===== src/rtl/adc_rst_seq.sv =====
// adc_rst_seq: power-up reset sequencer for the ADC capture path.
// It waits for a stable PLL lock, pulses the ADC reset pin, waits out the ADC
// wake-up time, then releases the IO reset and finally the core reset.
// The sequence re-runs on loss of lock or on a software restart.
module adc_rst_seq #(
  parameter int CNT_W       = 16,
  parameter int LOCK_STABLE = 256,
  parameter int ADC_RST_LEN = 64,
  parameter int ADC_WAKE    = 1024,
  parameter int IO_SETTLE   = 16
) (
  input  logic       clk,
  input  logic       rst_n,
  input  logic       pll_locked,
  input  logic       restart,
  output logic       adc_rst,
  output logic       io_rst_n,
  output logic       core_rst_n,
  output logic       seq_done,
  output logic [2:0] seq_state,
  output logic [7:0] relock_cnt
);

  localparam logic [2:0] S_IDLE   = 3'd0;
  localparam logic [2:0] S_LOCK   = 3'd1;
  localparam logic [2:0] S_ADCRST = 3'd2;
  localparam logic [2:0] S_WAKE   = 3'd3;
  localparam logic [2:0] S_IO     = 3'd4;
  localparam logic [2:0] S_RUN    = 3'd5;

  // Every delay must fit the shared counter and be at least one cycle.
  localparam int MAX_DLY = (1 << CNT_W) - 1;
  localparam logic [3:0][31:0] DELAYS = {32'(LOCK_STABLE), 32'(ADC_RST_LEN),
                                         32'(ADC_WAKE), 32'(IO_SETTLE)};

  genvar gi;
  generate
    for (gi = 0; gi < 4; gi++) begin : g_dly_chk
      if (DELAYS[gi] < 32'd1 || DELAYS[gi] > 32'(MAX_DLY)) begin : g_bad
        $error("adc_rst_seq: delay parameter %0d out of range", gi);
      end
    end
  endgenerate

  // Terminal counts: a state of delay N exits when the counter reads N-1.
  localparam logic [CNT_W-1:0] LOCK_LAST = CNT_W'(LOCK_STABLE - 1);
  localparam logic [CNT_W-1:0] ARST_LAST = CNT_W'(ADC_RST_LEN - 1);
  localparam logic [CNT_W-1:0] WAKE_LAST = CNT_W'(ADC_WAKE - 1);
  localparam logic [CNT_W-1:0] IO_LAST   = CNT_W'(IO_SETTLE - 1);

  logic             sync_meta_reg;
  logic             locked_s;
  logic [2:0]       state_reg;
  logic [2:0]       state_next;
  logic [CNT_W-1:0] cnt_reg;
  logic [CNT_W-1:0] cnt_next;
  logic             abort;
  logic             past_lock;

  assign seq_state = state_reg;
  assign past_lock = (state_reg == S_ADCRST) || (state_reg == S_WAKE) ||
                     (state_reg == S_IO) || (state_reg == S_RUN);

  // Two-flop synchronizer bringing the asynchronous PLL lock into clk.
  always_ff @(posedge clk or negedge rst_n) begin
    if (!rst_n) begin
      sync_meta_reg <= 1'b0;
      locked_s      <= 1'b0;
    end else begin
      sync_meta_reg <= pll_locked;
      locked_s      <= sync_meta_reg;
    end
  end

  // Next-state logic; restart overrides lock loss, which overrides timing.
  always_comb begin
    state_next = state_reg;
    abort      = 1'b0;
    case (state_reg)
      S_IDLE:   state_next = S_LOCK;
      S_LOCK:   if (locked_s && cnt_reg == LOCK_LAST) state_next = S_ADCRST;
      S_ADCRST: if (cnt_reg == ARST_LAST) state_next = S_WAKE;
      S_WAKE:   if (cnt_reg == WAKE_LAST) state_next = S_IO;
      S_IO:     if (cnt_reg == IO_LAST) state_next = S_RUN;
      S_RUN:    state_next = S_RUN;
      default:  state_next = S_IDLE;
    endcase
    if (past_lock && !locked_s) begin
      state_next = S_LOCK;
      abort      = 1'b1;
    end
    if (restart && state_reg != S_IDLE) begin
      state_next = S_IDLE;
      abort      = 1'b0;
    end
  end

  // Shared delay counter: cleared on any state change; in S_LOCK it counts
  // only an unbroken run of locked cycles.
  always_comb begin
    cnt_next = cnt_reg;
    if (state_next != state_reg) begin
      cnt_next = '0;
    end else if (state_reg == S_LOCK) begin
      cnt_next = locked_s ? cnt_reg + CNT_W'(1) : '0;
    end else if (state_reg == S_ADCRST || state_reg == S_WAKE || state_reg == S_IO) begin
      cnt_next = cnt_reg + CNT_W'(1);
    end else begin
      cnt_next = '0;
    end
  end

  // State and counter registers.
  always_ff @(posedge clk or negedge rst_n) begin
    if (!rst_n) begin
      state_reg <= S_IDLE;
      cnt_reg   <= '0;
    end else begin
      state_reg <= state_next;
      cnt_reg   <= cnt_next;
    end
  end

  // Reset outputs decoded from the next state so they move with seq_state.
  always_ff @(posedge clk or negedge rst_n) begin
    if (!rst_n) begin
      adc_rst    <= 1'b1;
      io_rst_n   <= 1'b0;
      core_rst_n <= 1'b0;
      seq_done   <= 1'b0;
    end else begin
      adc_rst    <= (state_next == S_IDLE) || (state_next == S_LOCK) ||
                    (state_next == S_ADCRST);
      io_rst_n   <= (state_next == S_IO) || (state_next == S_RUN);
      core_rst_n <= (state_next == S_RUN);
      seq_done   <= (state_next == S_RUN);
    end
  end

  // Saturating count of lock-loss aborts, cleared only by rst_n.
  always_ff @(posedge clk or negedge rst_n) begin
    if (!rst_n) begin
      relock_cnt <= 8'd0;
    end else if (abort && relock_cnt != 8'hFF) begin
      relock_cnt <= relock_cnt + 8'd1;
    end
  end

endmodule


===== config.mk =====
export PLATFORM = sky130hd
export DESIGN_NAME = adc_rst_seq
export DESIGN_NICKNAME = d
export VERILOG_FILES = /design/src/rtl/adc_rst_seq.sv
export SDC_FILE = /design/constraint.sdc
export NUM_CORES = 1
export LEC_CHECK = 0
export ABC_AREA = 1
export CAP_MARGIN = 20
export CORE_ASPECT_RATIO = 0.9
export CORE_UTILIZATION = 25
export CTS_BUF_LIST = sky130_fd_sc_hd__clkbuf_4 sky130_fd_sc_hd__clkbuf_8
export DETAILED_ROUTE_END_ITERATION = 7
export DONT_BUFFER_PORTS = 1
export PLACE_DENSITY = 0.37
export SYNTH_ARGS = -nofsm -noshare
export SYNTH_HDL_FRONTEND = slang
export SYNTH_SLANG_ARGS = --single-unit

===== constraint.sdc =====
create_clock -name clk -period 1.8 [get_ports clk]
set_clock_uncertainty 0.2 [all_clocks]
set_input_delay 0 -clock clk [delete_from_list [all_inputs] [get_ports clk]]
set_output_delay 0 -clock clk [all_outputs]
set_load 0.005 [all_outputs]

* Word level (Yosys, flattened, before mapping)
Index checks and enable logic that the tools add are counted.
** Word-level totals
- Memories :: 0
- Output and inout bits :: 15
- RAM bits :: 0
- Latch bits :: 0
- Logic and storage cells :: 52
- Register bits :: 32
- ROM bits :: 0
** Operators by class
- $lt $le $gt $ge :: 0
- Multiply operators :: 0
- Divide/modulo/power cells :: 0
- Add/subtract/negate cells :: 2
- Shifts and indexed selects :: 0
- Muxes and demuxes :: 13
- Reductions and logical operators :: 14
- Bitwise gates (word level) :: 0
- Equal/unequal tests :: 15
** Operators by type and width (count)
- 16-bit 2-to-1 mux :: 4
- 3-bit 2-to-1 mux :: 6
- 3-bit case mux with 6 select lines :: 1
- 16-bit by 1-bit adder with 16-bit output, second input constant :: 1
- 16-bit by 10-bit equality test with 1-bit output, second input constant :: 1
- 16-bit by 4-bit equality test with 1-bit output, second input constant :: 1
- 16-bit by 6-bit equality test with 1-bit output, second input constant :: 1
- 16-bit by 8-bit equality test with 1-bit output, second input constant :: 1
- 3-bit equality test, second input constant :: 4
- 3-bit by 2-bit equality test with 1-bit output, second input constant :: 3
- 8-bit by 1-bit adder with 8-bit output, second input constant :: 1
- 8-bit inequality test, second input constant :: 1
- 3-bit by 1-bit equality test with 1-bit output, second input constant :: 2
- 3-bit zero test :: 2
- 1-bit logical OR :: 6
- 1-bit logical AND :: 4
- 3-bit inequality test :: 1
- 3-bit nonzero test :: 1
- 1-bit 2-to-1 mux :: 2
- 1-bit zero test :: 1

* Depth between registers and ports, before layout
Gate-level depths: netlist of the first run.
- Depth in word-level cells :: 10
- Mapped depth :: 14
- Mapped depth without buffers :: 13

* Least setup slack after synthesis of the first run
OpenSTA, ideal clock, no wires.
- Path type :: register -> register
- Start point :: reg cnt_reg[0]
- End point :: reg cnt_reg[10]
- Clock period less this slack :: 1921 ps
- Path buffers :: 1
- Stages on the path, launching flop included :: 15
- Library setup time :: 69 ps
- Path slack :: -121 ps
- Arrival time :: 1653 ps
- Cell sequence :: dfrtp_1 -> ha_1 -> nand2_2 -> nor2_4 -> nand2_4 -> nor2_4 -> nand3_1 -> nand3b_1 -> nand2_1 -> nand2_1 -> nand2_1 -> nor2_2 -> nand2_4 -> buf_12 -> nor2_4
** On the way
- Cells in the longest elaborated chain, start to end :: 8
- Elaborated cells between the ends (all ways) :: 18
- Classes of those cells :: add/sub (1); eq/ne (5); mux (11); reduce/logical (1)
** Ends and longest elaborated chain
- start, declared :: line 55 : logic [CNT_W-1:0] cnt_reg;
- start signal, assigned :: line 120 : cnt_reg <= cnt_next;
- 16-bit by 8-bit equality test with 1-bit output :: line 81 : S_LOCK: if (locked_s && cnt_reg == LOCK_LAST) state_next = S_ADCRST;
- 1-bit logical AND :: line 81
- 3-bit 2-to-1 mux :: line 81
- 3-bit case mux with 6 select lines :: line 79 : case (state_reg)
- 3-bit 2-to-1 mux :: line 88 : if (past_lock && !locked_s) begin
- 3-bit 2-to-1 mux :: line 92 : if (restart && state_reg != S_IDLE) begin
- 3-bit inequality test :: line 102 : if (state_next != state_reg) begin
- 16-bit 2-to-1 mux (*) :: line 102
- named net cnt_next[10] :: line 56 : logic [CNT_W-1:0] cnt_next;
The timed path passes the listed nets; every way through them passes the cells marked *.
A chain may end at the register's enable or synchronous reset.

* Final worst setup path of the first run
- Start point :: reg cnt_reg[0]
- End point :: reg cnt_reg[15]
The elaborated chain is that of the path after synthesis.

==> flow_metrics.tcl, run 1 <==
set metrics [dict create \
    grtUsageTotal_pct 12.7 \
    die-height_um 83.0 \
    hold_violations 0 \
    synth.ff_latch_count 32 \
    count_of_buffers_inserted_at_the_top_level_ports 0 \
    power-per-cell-area_nw_per_um2 861 \
    crit_path_cell_trace "ha_4 > nand2_4 > nor2_4 > nand2_4 > nor2_4 > nand3_2 > nand3b_1 > nand2_1 > nand2_1 > nand2_1 > nor2_2 > nand2_4 > buf_12 > nor2_2" \
    postSynth.topFlopCell "sky130_fd_sc_hd__dfrtp_1" \
    detail_route.wirelength_um 4490 \
    asyncSetResetFlopFracSynth_pct 100 \
    synth_area_leaders "sky130_fd_sc_hd__dfrtp_1, sky130_fd_sc_hd__nor2_4, sky130_fd_sc_hd__nand2_1, sky130_fd_sc_hd__nand3_1, sky130_fd_sc_hd__nor2_1" \
    n_antenna_cell 0 \
    timing.critical_path.from_type "flop" \
    unrepaired_setup_endpoints_after_global_routing "yes" \
    hold_class "input pin to flop" \
    tritoncts "built" \
    tritoncts.num_buffers 5 \
    outcome "complete, but fails checks" \
    synthesis.instances 213 \
    vias 1569 \
    post-synth-top-count-cell "sky130_fd_sc_hd__nand2_1" \
    start_util_pct 25.9 \
    vias_cell 4.17 \
    wire_length_of_the_first_global_routing_pass_um 7540 \
    synth_fp_nets 219 \
    grt_antenna_before_repair 0 \
    fmax_ghz 0.506 \
    worstSkewPairLatency_ns 0.28 \
    worst_slew_margin_rel_pct 82.3 \
    net_count_of_the_finished_layout 288 \
    top_level_ports 19 \
    synth_cell_type_count 28 \
    finalMaxSlewViolations 0 \
    yosysWarningCount 0 \
    wl_per_cell_um 11.9 \
    finalWorstPathRequiredPeriod_ns 1.97 \
    cp_max_fo 8 \
    finalCritPeriodShare_pct 110 \
    cts_max_level 2 \
    synth_sequential_area_ratio_pct 44.1 \
    final.setup.worst_slack_ns -0.175 \
    core_region_area_um2 7040 \
    routabilityCongestion 0.724 \
    criticalPathCategory "flop to flop" \
    layout-area-overhead-vs-synth_pct 49.2 \
    fin_total_pwr_mw 2.34 \
    clock_root_buffer "sky130_fd_sc_hd__clkbuf_8" \
    critical_path.slowest_cell "sky130_fd_sc_hd__dfrtp_1" \
    worst_ep_required_time_ns 1.82 \
    dp_hpwl_um 3140 \
    die_span_in_x_um 92.0 \
    largest_reg_flops 16 \
    synth-edff-count 0 \
    fp-row-count 29 \
    worstMarginPinSlew_ns 0.265 \
    yosys.area.top_type_share_pct 42.6 \
    postRouteAntennaNets 0 \
    drt-initial-drc-count 40 \
    top_cells_by_count_synth "sky130_fd_sc_hd__nand2_1, sky130_fd_sc_hd__dfrtp_1, sky130_fd_sc_hd__nor2_1" \
    finalSetupViolCount 18 \
    synth_area_per_cell_um2 8.55 \
    drc 0 \
    worstPathBufferInverterCount 1 \
    syn-cell-area_um2 1820 \
    placed_cells 354 \
    post-synth-top-area-cell "sky130_fd_sc_hd__dfrtp_1" \
    regToRegSetupSlack_ns -0.17 \
    ir_worst_vdd_uv 450 \
    largest_delay_contributor_family_on_the_critical_path "simple AND/OR/NAND/NOR gates" \
    number_of_search_and_repair_iterations_in_the_first_detailed_routing_pass 4 \
    power_leakage_nw 1.28 \
    fp.dieArea_um2 7630 \
    utilization_after_layout_pct 38.6 \
    final_layout_size_suffix_gt1_share_pct 46.6 \
    crit_arrival_ns 2.00 \
    drv_cap 0 \
    cts_sinks 32 \
    cts.reportedPaths.clkPinSlew_ns 0.07 \
    crit_path_end_kind "flop" \
    final-instance-count-excl-fill 376 \
    via_count_of_the_first_global_routing_pass 1619 \
    grt_max_degree 33 \
    max-clock-path-buffers 2 \
    cp_slowest_stage_delay_ns 0.39 \
    failed_checks "setup timing" \
    overflow 0 \
    hold_ws_ns 0.0647 \
]
[repair_timing]
action	CTS	global route
pin swaps	13	6
hold buffers	5	0
cloned	1	0
hold endpoints to repair	40	0
setup buffers	7	2
setup endpoints to repair	25	26
gates resized for setup	19	21
[metrics by stage]
step | area (um2) | TNS [ns] | worst slack (ns)
2_1_floorplan | 1820 | -1.18 | -0.118
3_3_place_gp | 2320 | -5.41 | -0.336
3_5_place_dp | 2320 | -5.55 | -0.352
4_1_cts | 2630 | -3.12 | -0.182
5_1_grt | 2720 | -5.13 | -0.300
6_report | 2720 | -2.69 | -0.175
[report_power, final]
part,internal (mW),switching (mW)
Sequential,0.742,0.0224
Combinational,0.354,0.500
Clock,0.426,0.295
Total,1.52,0.817
[worst paths after layout]
path	depth (start not counted)	from	end
max	14	cnt_reg[0]$_DFF_PN0_	cnt_reg[15]$_DFF_PN0_
min	1	pll_locked	sync_meta_reg$_DFF_PN0_
max reg2reg	14	cnt_reg[0]$_DFF_PN0_	cnt_reg[15]$_DFF_PN0_
min reg2reg	0	sync_meta_reg$_DFF_PN0_	locked_s$_DFF_PN0_
max in group asynchronous	3	rst_n	adc_rst$_DFF_PN1_
min in group asynchronous	3	rst_n	cnt_reg[15]$_DFF_PN0_
[metal layers]
| metal | vias to the layer above | wire [um] | track usage (%) |
|---|---|---|---|
| met4 | 0 | 31 | 3.41 |
| met5 | - | 0 | 0 |
| met2 | 15 | 1990 | 19.7 |
| met3 | 4 | 122 | 3.11 |
| li1 | 822 | - | - |
| met1 | 728 | 2340 | 17.5 |
[cell usage in the layout (no fill, tap or decap), drive strengths merged, types with 4 or more instances in the layout]
| cell type | n |
|---|---|
| xnor2 | 4 |
| xor2 | 4 |
| nor2 | 42 |
| nand3b | 7 |
| dlygate4sd3 | 4 |
| inv | 24 |
| buf | 61 |
| clkbuf | 6 |
| nand4 | 4 |
| dfrtp | 31 |
| nand3 | 26 |
| nand2 | 45 |
| o21ai | 6 |
[cell type report]
cell class,count,area [um2]
flip-flops and latches,32,805
clock inverters,2,35.0
multi-input cells,154,1030
fillers,745,4320
clock buffers,6,76.3
well taps,93,116
repair buffers,65,559
inverters,24,90.1
[logic make-up after synthesis]
group | count (synthesis) | share of synthesized area [%]
AND/OR/NAND/NOR | 129 | 38.6
flip-flops | 32 | 44.1
buffers and inverters | 27 | 6.67
AO/OA/AOI/OAI | 14 | 4.88
XOR/XNOR | 8 | 3.85
adder cells (fa/ha/maj) | 2 | 1.37
multiplexers | 1 | 0.619
Note: power is estimated with default switching activity, not from simulation.
==> inputs of run 2 (changes only) <==
--- a/config.mk
+++ b/config.mk
@@ -12,7 +12,7 @@
 export CTS_BUF_LIST = sky130_fd_sc_hd__clkbuf_4 sky130_fd_sc_hd__clkbuf_8
 export DETAILED_ROUTE_END_ITERATION = 7
 export DONT_BUFFER_PORTS = 1
-export PLACE_DENSITY = 0.37
+export PLACE_DENSITY = 0.35
 export SYNTH_ARGS = -nofsm -noshare
 export SYNTH_HDL_FRONTEND = slang
 export SYNTH_SLANG_ARGS = --single-unit
==> constraint.sdc (replaced) <==
create_clock -name clk -period 2.04 [get_ports clk]
set_clock_uncertainty 0.2 [all_clocks]
set_input_delay 0 -clock clk [delete_from_list [all_inputs] [get_ports clk]]
set_output_delay 0 -clock clk [all_outputs]
set_load 0.005 [all_outputs]
==> flow_metrics.tcl, run 2 (same netlist as run 1, synthesis figures left out) <==
set metrics [dict create \
    criticalPathCategory "flop to flop" \
    power_leakage_nw 1.16 \
    top_level_ports 19 \
    mostFrequentLayoutCell "sky130_fd_sc_hd__buf_4" \
    power_switching_share_pct 36.1 \
    cellInternalPower_mw 1.27 \
    overflow 0 \
    fmax_ghz 0.493 \
    share_comb_of_total_power_pct 39.0 \
    die-height_um 83.0 \
    clock_root_buffer "sky130_fd_sc_hd__clkbuf_8" \
    largest_delay_contributor_family_on_the_critical_path "simple AND/OR/NAND/NOR gates" \
    ir_worst_vdd_uv 418 \
    worstPathBufferInverterCount 1 \
    unrepaired_setup_endpoints_after_global_routing "yes" \
    cts.reportedPaths.clkPinSlew_ns 0.07 \
    final-instance-count-excl-fill 354 \
    final_layout_size_suffix_gt1_share_pct 37.9 \
    cp_max_fo 8 \
    timing.critical_path.from_type "flop" \
    start_util_pct 25.9 \
    critical_path.slowest_cell "sky130_fd_sc_hd__dfrtp_1" \
    tritoncts "built" \
    cts_max_level 2 \
    grt_antenna_before_repair 0 \
    fp-row-count 29 \
    finalCritPeriodShare_pct 99.4 \
    power-per-cell-area_nw_per_um2 793 \
    power.share.clock_pct 27.0 \
    power_switching_mw 0.716 \
    postRouteAntennaNets 0 \
    drc 0 \
    max-clock-path-buffers 2 \
    drv_cap 0 \
    grtUsageTotal_pct 12.6 \
    die_span_in_x_um 92.0 \
    detail_route.wirelength_um 4310 \
    dp_hpwl_um 3010 \
    largest_reg_flops 16 \
    wire_length_of_the_first_global_routing_pass_um 7510 \
    fp.dieArea_um2 7630 \
    worst_slew_margin_rel_pct 77.9 \
    layout-area-overhead-vs-synth_pct 37.5 \
    worst_ep_required_time_ns 2.06 \
    wl_per_cell_um 12.2 \
    grt_max_degree 32 \
    crit_arrival_ns 2.05 \
    fillerInstances 745 \
    hold_violations 0 \
    worstSkewPairLatency_ns 0.28 \
    hold_class "input pin to async pin" \
    count_of_buffers_inserted_at_the_top_level_ports 0 \
    final_cell_mix "sky130_fd_sc_hd__buf_4, sky130_fd_sc_hd__nand2_1, sky130_fd_sc_hd__dfrtp_1, sky130_fd_sc_hd__nand3_1" \
    crit_path_cell_trace "ha_4 > nand2_4 > nor2_4 > nand2_4 > nor2_4 > nand3_2 > nand3b_1 > nand2_1 > nand2_1 > nand2_2 > nor2_4 > nand2_4 > buf_16 > nor2_4" \
    crit_path_end_kind "flop" \
    placed_cells 338 \
    number_of_search_and_repair_iterations_in_the_first_detailed_routing_pass 4 \
    cts_sinks 32 \
    finalSetupViolCount 0 \
    vias 1538 \
    finalWorstPathRequiredPeriod_ns 2.03 \
    utilization_after_layout_pct 35.5 \
    vias_cell 4.34 \
    finalMaxSlewViolations 0 \
    relative_contribution_of_sequential_cells_to_total_power_pct 33.9 \
    routabilityCongestion 0.788 \
    cp_slowest_stage_delay_ns 0.39 \
    worstMarginPinSlew_ns 0.329 \
    core_region_area_um2 7040 \
    net_count_of_the_finished_layout 267 \
    via_count_of_the_first_global_routing_pass 1597 \
    tritoncts.num_buffers 5 \
    hold_ws_ns 0.0468 \
    n_antenna_cell 0 \
    outcome "completed" \
    path_common_cell "sky130_fd_sc_hd__nor2_4" \
    drt-initial-drc-count 55 \
]
[run 2: cell types whose count changed in the layout (fill, tap and decap cells not counted), moves of 2 or more]
cell and change:
sky130_fd_sc_hd__nor3_1 +2, sky130_fd_sc_hd__nor2_4 +2, sky130_fd_sc_hd__nand3_1 +5, sky130_fd_sc_hd__nor2_2 -3, sky130_fd_sc_hd__nand3_2 -4, sky130_fd_sc_hd__nor3_2 -2
sky130_fd_sc_hd__dfrtp_2 -2, sky130_fd_sc_hd__dfrtp_1 +2, sky130_fd_sc_hd__buf_4 -20, sky130_fd_sc_hd__clkbuf_8 +2
[run 2: path summary, 6_finish.rpt]
kind,startpoint,cells past startpoint,to,slack [ns]
max reg2reg,cnt_reg[1]$_DFF_PN0_,14,cnt_reg[5]$_DFF_PN0_,0.01
max in group asynchronous,rst_n,3,cnt_reg[5]$_DFF_PN0_,1.41
min,rst_n,3,cnt_reg[11]$_DFF_PN0_,0.05
min in group clk,pll_locked,1,sync_meta_reg$_DFF_PN0_,0.07
min reg2reg,sync_meta_reg$_DFF_PN0_,0,locked_s$_DFF_PN0_,0.15
max,cnt_reg[1]$_DFF_PN0_,14,cnt_reg[5]$_DFF_PN0_,0.01
[run 2: power by group through the flow]
stage	clock (mW)	sequential [mW]	combinational (mW)
finish	0.537	0.673	0.775
global route	0.587	0.676	0.834
CTS	0.568	0.669	0.733
detailed placement	0	0.681	0.576
global placement	0	0.681	0.581
floorplan	0	0.687	0.388
[run 2: worst register-to-register path, delay by kind of cell, from the launching register on]
family | cells | cell delay (ns)
AND/OR/NAND/NOR | 12 | 1.03
buffers and inverters | 1 | 0.17
flip-flops | 1 | 0.39
adder cells (fa/ha/maj) | 1 | 0.17
[run 2: repair_timing]
item                                   in CTS  in global routing
setup endpoints to repair                  16                 17
pin swaps                                   2                 11
gates cloned                                1                  0
gates resized for setup                     4                 23
hold buffers                                5                  0
buffers inserted                            0                  3
endpoints found under the hold margin      40                  0
[run 2: final cells by class]
| type | instances | area (um2) | area share [%] |
|---|---|---|---|
| clock buffers | 7 | 96.3 | 3.85 |
| flip-flops and latches | 32 | 802 | 32.0 |
| inverters | 24 | 90.1 | 3.60 |
| repair buffers | 44 | 408 | 16.3 |
| well taps | 93 | 116 | 4.65 |
| multi-input cells | 154 | 990 | 39.5 |
[run 2: stage by stage]
step | setup TNS, ns | power [mW] | setup WS (ns) | instance area, um2
floorplan | 0 | 1.08 | 0.119 | 1820
global placement | -0.295 | 1.26 | -0.0356 | 2190
detailed placement | -1.04 | 1.26 | -0.0852 | 2190
CTS | 0 | 1.97 | 0.00137 | 2400
global route | -1.80 | 2.10 | -0.122 | 2500
finish | 0 | 1.99 | 0.0122 | 2500
[run 2: metal layers]
metal / vias to the layer above / track usage (%) / routed length (um)
met4: 0 / 3.84 / 36
met1: 731 / 17.3 / 2180
met2: 29 / 19.1 / 1930
li1: 774 / - / -
met5: - / 0 / 0
met3: 4 / 3.57 / 169
